File: config.mk
export PLATFORM = sky130hd
export DESIGN_NAME = seven_seg_scan_driver
export DESIGN_NICKNAME = d
export VERILOG_FILES = /design/src/rtl/seven_seg_pkg.sv /design/src/rtl/hex_to_seven_seg.sv /design/src/rtl/seven_seg_scan_driver.sv
export SDC_FILE = /design/constraint.sdc
export NUM_CORES = 1
export LEC_CHECK = 0
export ABC_AREA = 1
export CELL_PAD_IN_SITES_DETAIL_PLACEMENT = 1
export CELL_PAD_IN_SITES_GLOBAL_PLACEMENT = 1
export CORE_UTILIZATION = 37
export CTS_CLUSTER_SIZE = 20
export DETAILED_ROUTE_END_ITERATION = 8
export PLACE_DENSITY = 0.83
export SYNTH_ARGS = -nofsm -noshare
export SYNTH_HDL_FRONTEND = slang
export SYNTH_HIERARCHICAL = 1
export SYNTH_SLANG_ARGS = --single-unit
File: constraint.sdc
create_clock -name div_clock -period 6.9 [get_ports div_clock]
set_input_delay 1.38 -clock div_clock [delete_from_list [all_inputs] [get_ports div_clock]]
set_output_delay 1.38 -clock div_clock [all_outputs]
set_load 0.02 [all_outputs]
File: src/rtl/seven_seg_pkg.sv
// seven_seg_pkg: shared seven-segment constants and the active-low hex glyph table.
package seven_seg_pkg;
  localparam logic [6:0] SEG_BLANK = 7'h7F;
  // Entry n is the gfedcba pattern for hex value n.
  localparam logic [15:0][6:0] HEX_SEG = {
    7'h0E, 7'h06, 7'h21, 7'h46, 7'h03, 7'h08, 7'h10, 7'h00,
    7'h78, 7'h02, 7'h12, 7'h19, 7'h30, 7'h24, 7'h79, 7'h40
  };
  function automatic int dwell_len(input int bright_w);
    return 1 << bright_w;
  endfunction
endpackage

File: src/rtl/hex_to_seven_seg.sv
// hex_to_seven_seg: combinational 4-bit value to active-low seven-segment pattern.
module hex_to_seven_seg
  import seven_seg_pkg::*;
(
  input  logic [3:0] value,
  output logic [6:0] seg
);
  assign seg = HEX_SEG[value];
endmodule

File: src/rtl/seven_seg_scan_driver.sv
// seven_seg_scan_driver: time-multiplexed common-anode display scanner with
// per-digit enable, PWM brightness, leading-zero suppression and scan enable.
module seven_seg_scan_driver
  import seven_seg_pkg::*;
#(
  parameter int DIGITS   = 4,
  parameter int BRIGHT_W = 2
) (
  input  logic                  div_clock,
  input  logic                  reset,
  input  logic                  enable,
  input  logic [4*DIGITS-1:0]   digits,
  input  logic [DIGITS-1:0]     digit_en,
  input  logic [DIGITS-1:0]     dp_in,
  input  logic                  lz_en,
  input  logic [BRIGHT_W-1:0]   brightness,
  output logic [DIGITS-1:0]     anode,
  output logic [6:0]            seg,
  output logic                  dp
);
  localparam int IW    = $clog2(DIGITS);
  localparam int DWELL = dwell_len(BRIGHT_W);
  logic [BRIGHT_W-1:0] dwell_cnt;
  logic [IW-1:0]       idx;
  logic [3:0]          nib [DIGITS];
  logic [DIGITS-1:0]   sup;
  logic                chain, start, wrap, lit;
  logic [6:0]          dec, hold_seg, cur_seg;
  logic                hold_dp, hold_sup, cur_dp, cur_sup;
  for (genvar g = 0; g < DIGITS; g++) begin : g_nib
    assign nib[g] = digits[4*g +: 4];
  end
  // A digit is suppressed when it and every digit above it are zero; digit 0 never is.
  always_comb begin
    chain = lz_en;
    sup   = '0;
    for (int i = DIGITS - 1; i > 0; i--) begin
      chain  = chain & (nib[i] == 4'h0);
      sup[i] = chain;
    end
  end
  hex_to_seven_seg u_dec (.value(nib[idx]), .seg(dec));
  // Slot content is taken live at slot start and held for the rest of the slot.
  always_comb begin
    start   = dwell_cnt == '0;
    wrap    = dwell_cnt == BRIGHT_W'(DWELL - 1);
    cur_seg = start ? dec : hold_seg;
    cur_dp  = start ? dp_in[idx] : hold_dp;
    cur_sup = start ? sup[idx] : hold_sup;
    lit     = enable & digit_en[idx] & (dwell_cnt < brightness) & ~cur_sup;
  end
  always_ff @(posedge div_clock or negedge reset) begin
    if (!reset) begin
      dwell_cnt <= '0;
      idx       <= '0;
      hold_seg  <= SEG_BLANK;
      hold_dp   <= 1'b0;
      hold_sup  <= 1'b0;
      anode     <= '1;
      seg       <= SEG_BLANK;
      dp        <= 1'b1;
    end else begin
      if (enable) begin
        dwell_cnt <= wrap ? '0 : dwell_cnt + 1'b1;
        if (wrap) idx <= idx == IW'(DIGITS - 1) ? '0 : idx + 1'b1;
      end
      if (start) begin
        hold_seg <= dec;
        hold_dp  <= dp_in[idx];
        hold_sup <= sup[idx];
      end
      anode <= lit ? ~(DIGITS'(1) << idx) : '1;
      seg   <= lit ? cur_seg : SEG_BLANK;
      dp    <= lit ? ~cur_dp : 1'b1;
    end
  end
endmodule

==> impl_metrics.csv <==
group,metric,value,unit
outcome,status,"complete, no violations",
sta,slew_viol_final,0,
detailed_routing,num_vias,1435,
synth,netlist_instances,197,
critical_path,crit_path_end,"seg[3]$_DFF_PN1_",
placement,place.gp.congestion,0.815,
sta,rsz0062_at_grt,"no",
critical_path,r2r-end,"seg[3]$_DFF_PN1_",
floorplan,die_w,67.0,um
final_layout,final_cell_mix,"nand2_1 (41), clkdlybuf4s50_1 (41), inv_1 (24)",
cts,clock-sinks,25,
critical_path,worst-path-buf-inv,2,
detailed_routing,final_antenna_net_count,0,
cts,clk_pin_slew_worst_paths,0.08,ns
floorplan,core,4030,um^2
final_layout,nNetsFinal,280,
final_layout,nFillCells,519,
detailed_routing,detail_route.first_pass.iterations,4,
sta,skew,0.00332,ns
min_path,hold_path.class,"flop to flop",
critical_path,crit_chain,"clkdlybuf4s50_1, nor2_1, o32ai_1, inv_1, ha_1, nand2_1, nand3_1, nand2_1, or2_2, o21ai_0, nand4_1",
global_routing,grt_pass1_vias,1436,
placement,dpl.hpwl,2.85,mm
critical_path,cp_common_cell,"nand2_1",
cts,clk_latency,0.27,ns
global_routing,grt-ovfl-total,0,
cts,cts_tree,"built",
pwr,p_leak,0.000940,uW
global_routing,grt_usage,0.188,
synth,ys_types,22,
cts,hold_buffers,0,
sta,worst_slack,3.16,ns
critical_path,reg2reg_depth,11,
floorplan,row_count,23,
detailed_routing,wl,3.67,mm
final_layout,utilization,0.505,
floorplan,design.die.area,4490,um^2
sta,worst_pin_slew,1.04,ns
sta,max_slew_margin,0.303,
pwr,power_density,399,nW/um^2
synth,synth_warnings,6,
placement,pre_cts_slack,2.91,ns
final_layout,antennaDiodeCount,0,
sta,hold_violations,0,
sta,fin_crit_sh,0.542,
synth,ys_seq_area_frac,0.416,
cts,cts-root-buf,"clkbuf_8",
placement,portBuffers,41,
final_layout,area_delta_synth_final,30.2,%
critical_path,r2r_slack,3.65,ns
critical_path,path_class,"input pin to flop",
critical_path,cp-end-kind,"flop",
synth,synth-seq-cells,25,
sta,period_needed,3.74,ns
floorplan,pin_count,42,
cts,cts_resized,0,
detailed_routing,wl_per_cell,12.9,um
synth,synth_fp_nets,241,
synth,syn_area_per_cell,7.93,um^2
sta,finalSetupViolCount,0,
critical_path,crit_fanout,5,
critical_path,r2r_start,"idx[0]$_DFFE_PN0P_",
flow_run,maxCapViolations,0,
cts,cts_buffers,3,
synth,syn-cell-area,1560,um^2
critical_path,cp.required,7.06,ns
critical_path,cpMaxStageDelayCell,"o32ai_1",
cts,clock_path_buffers,2,
sta,max_freq,267,MHz
critical_path,startpoint_type,"input pin",
floorplan,die_h,67.0,um
detailed_routing,drc,0,
sta,fin_setup_tns,0,ns
critical_path,cp.arrival,3.90,ns
critical_path,cpLargestDelayFamily,"compound AO/OA/AOI/OAI gates",
cts,h-tree-depth,1,
detailed_routing,viasPerCell,5.04,
pwr,peakVddDrop,0.000143,V
global_routing,grt_pass1_wl,6.47,mm
placement,post-place-cells,281,
detailed_routing,dr.first_iter.drc_count,34,
final_layout,final_cells,285,
floorplan,start_util,0.388,
critical_path,path_depth,11,
global_routing,grt_max_degree,26,
cts,post_cts_buffers,0,
critical_path,crit_start,"digits[5]",
critical_path,slowest_delay,0.63,ns
global_routing,antenna_found_initial,0,
final_layout,drive_gt1_frac,0.149,
-- power breakdown --
group	internal [uW]	total (uW)	switching [uW]	leakage, uW
clock network	41.3	84.9	43.7	0.0000228
logic	177	466	289	0.000646
registers	225	260	35.8	0.000272
total	443	811	369	0.000940
-- final cells by class --
| type | instances | area (um^2) | share of cell area |
|---|---|---|---|
| repair buffers | 41 | 410 | 0.202 |
| flip-flops and latches | 25 | 649 | 0.319 |
| well taps | 50 | 62.6 | 0.0308 |
| inverters | 27 | 101 | 0.0498 |
| clock buffers | 4 | 45.0 | 0.0221 |
| multi-input cells | 138 | 766 | 0.376 |
-- sequential cells by signal, summed over array words and instances, names as in the netlist --
name and cells:
hold_sup 1, seg 7, hold_dp 1, idx 2
hold_seg 7, anode 4, dwell_cnt 2, dp 1
-- routing by layer --
metal / track usage / up-vias / part of all wire
li1: - / 713 / -
met1: 0.225 / 690 / 0.45
met2: 0.342 / 30 / 0.51
met3: 0.0377 / 2 / 0.031
met4: 0.0372 / 0 / 0.0052
met5: 0 / - / 0
-- worst reg2reg max path: stages (launching register included) --
cell	delay [ns]
dfrtp_1	0.56
inv_1	0.45
nor2_1	0.14
o32ai_1	0.63
inv_1	0.25
ha_1	0.36
nand2_1	0.06
nand3_1	0.12
nand2_1	0.05
or2_2	0.28
o21ai_0	0.11
nand4_1	0.13
-- synth_stat cells --
| library cell | instances | area share |
|---|---|---|
| o21ai_1 | 1 | 0.0032 |
| nor2_2 | 1 | 0.0040 |
| o22ai_1 | 2 | 0.0080 |
| dfstp_2 | 19 | 0.32 |
| o21ai_2 | 1 | 0.0056 |
| nand4_1 | 12 | 0.048 |
| o32ai_1 | 1 | 0.0056 |
| ha_1 | 14 | 0.11 |
| or2_2 | 7 | 0.028 |
| clkbuf_1 | 1 | 0.0024 |
| nand3_2 | 1 | 0.0064 |
| inv_2 | 3 | 0.0072 |
| dfrtp_1 | 6 | 0.096 |
| nor2_1 | 16 | 0.038 |
| buf_2 | 4 | 0.013 |
| buf_6 | 2 | 0.014 |
| a21oi_1 | 7 | 0.022 |
| or2_1 | 1 | 0.0040 |
| nand2_1 | 41 | 0.098 |
| nand3_1 | 16 | 0.051 |
| o21ai_0 | 17 | 0.054 |
| inv_1 | 24 | 0.058 |
-- through the flow --
stage,total power [uW],cell area [um^2],hold WS [ns]
2_1_floorplan,602,1560,0.444
3_3_place_gp,719,1990,0.465
3_5_place_dp,735,1990,0.479
4_1_cts,822,2030,0.502
5_1_grt,902,2030,0.524
6_report,811,2030,0.504
-- kinds of logic after synthesis --
| logic type | after synthesis | share of synthesized area |
|---|---|---|
| adder cells (fa/ha/maj) | 14 | 0.112 |
| AO/OA/AOI/OAI | 29 | 0.0993 |
| flip-flops | 25 | 0.416 |
| buffers and inverters | 34 | 0.0945 |
| AND/OR/NAND/NOR | 95 | 0.279 |
-- worst min-delay path by stage --
| stage | start | endpoint | slack (ns) | depth (start not counted) |
|---|---|---|---|---|
| after floorplan | hold_dp$_DFF_PN0_ | hold_dp$_DFF_PN0_ | 0.44 | 2 |
| after CTS | hold_dp$_DFF_PN0_ | hold_dp$_DFF_PN0_ | 0.50 | 2 |
| after global placement | hold_dp$_DFF_PN0_ | hold_dp$_DFF_PN0_ | 0.46 | 2 |
| after global routing | hold_dp$_DFF_PN0_ | hold_dp$_DFF_PN0_ | 0.52 | 2 |
| final | dwell_cnt[0]$_DFFE_PN0P_ | dwell_cnt[0]$_DFFE_PN0P_ | 0.50 | 1 |
| after detailed placement | hold_dp$_DFF_PN0_ | hold_dp$_DFF_PN0_ | 0.48 | 2 |
Power figures use the tool's default switching activity.
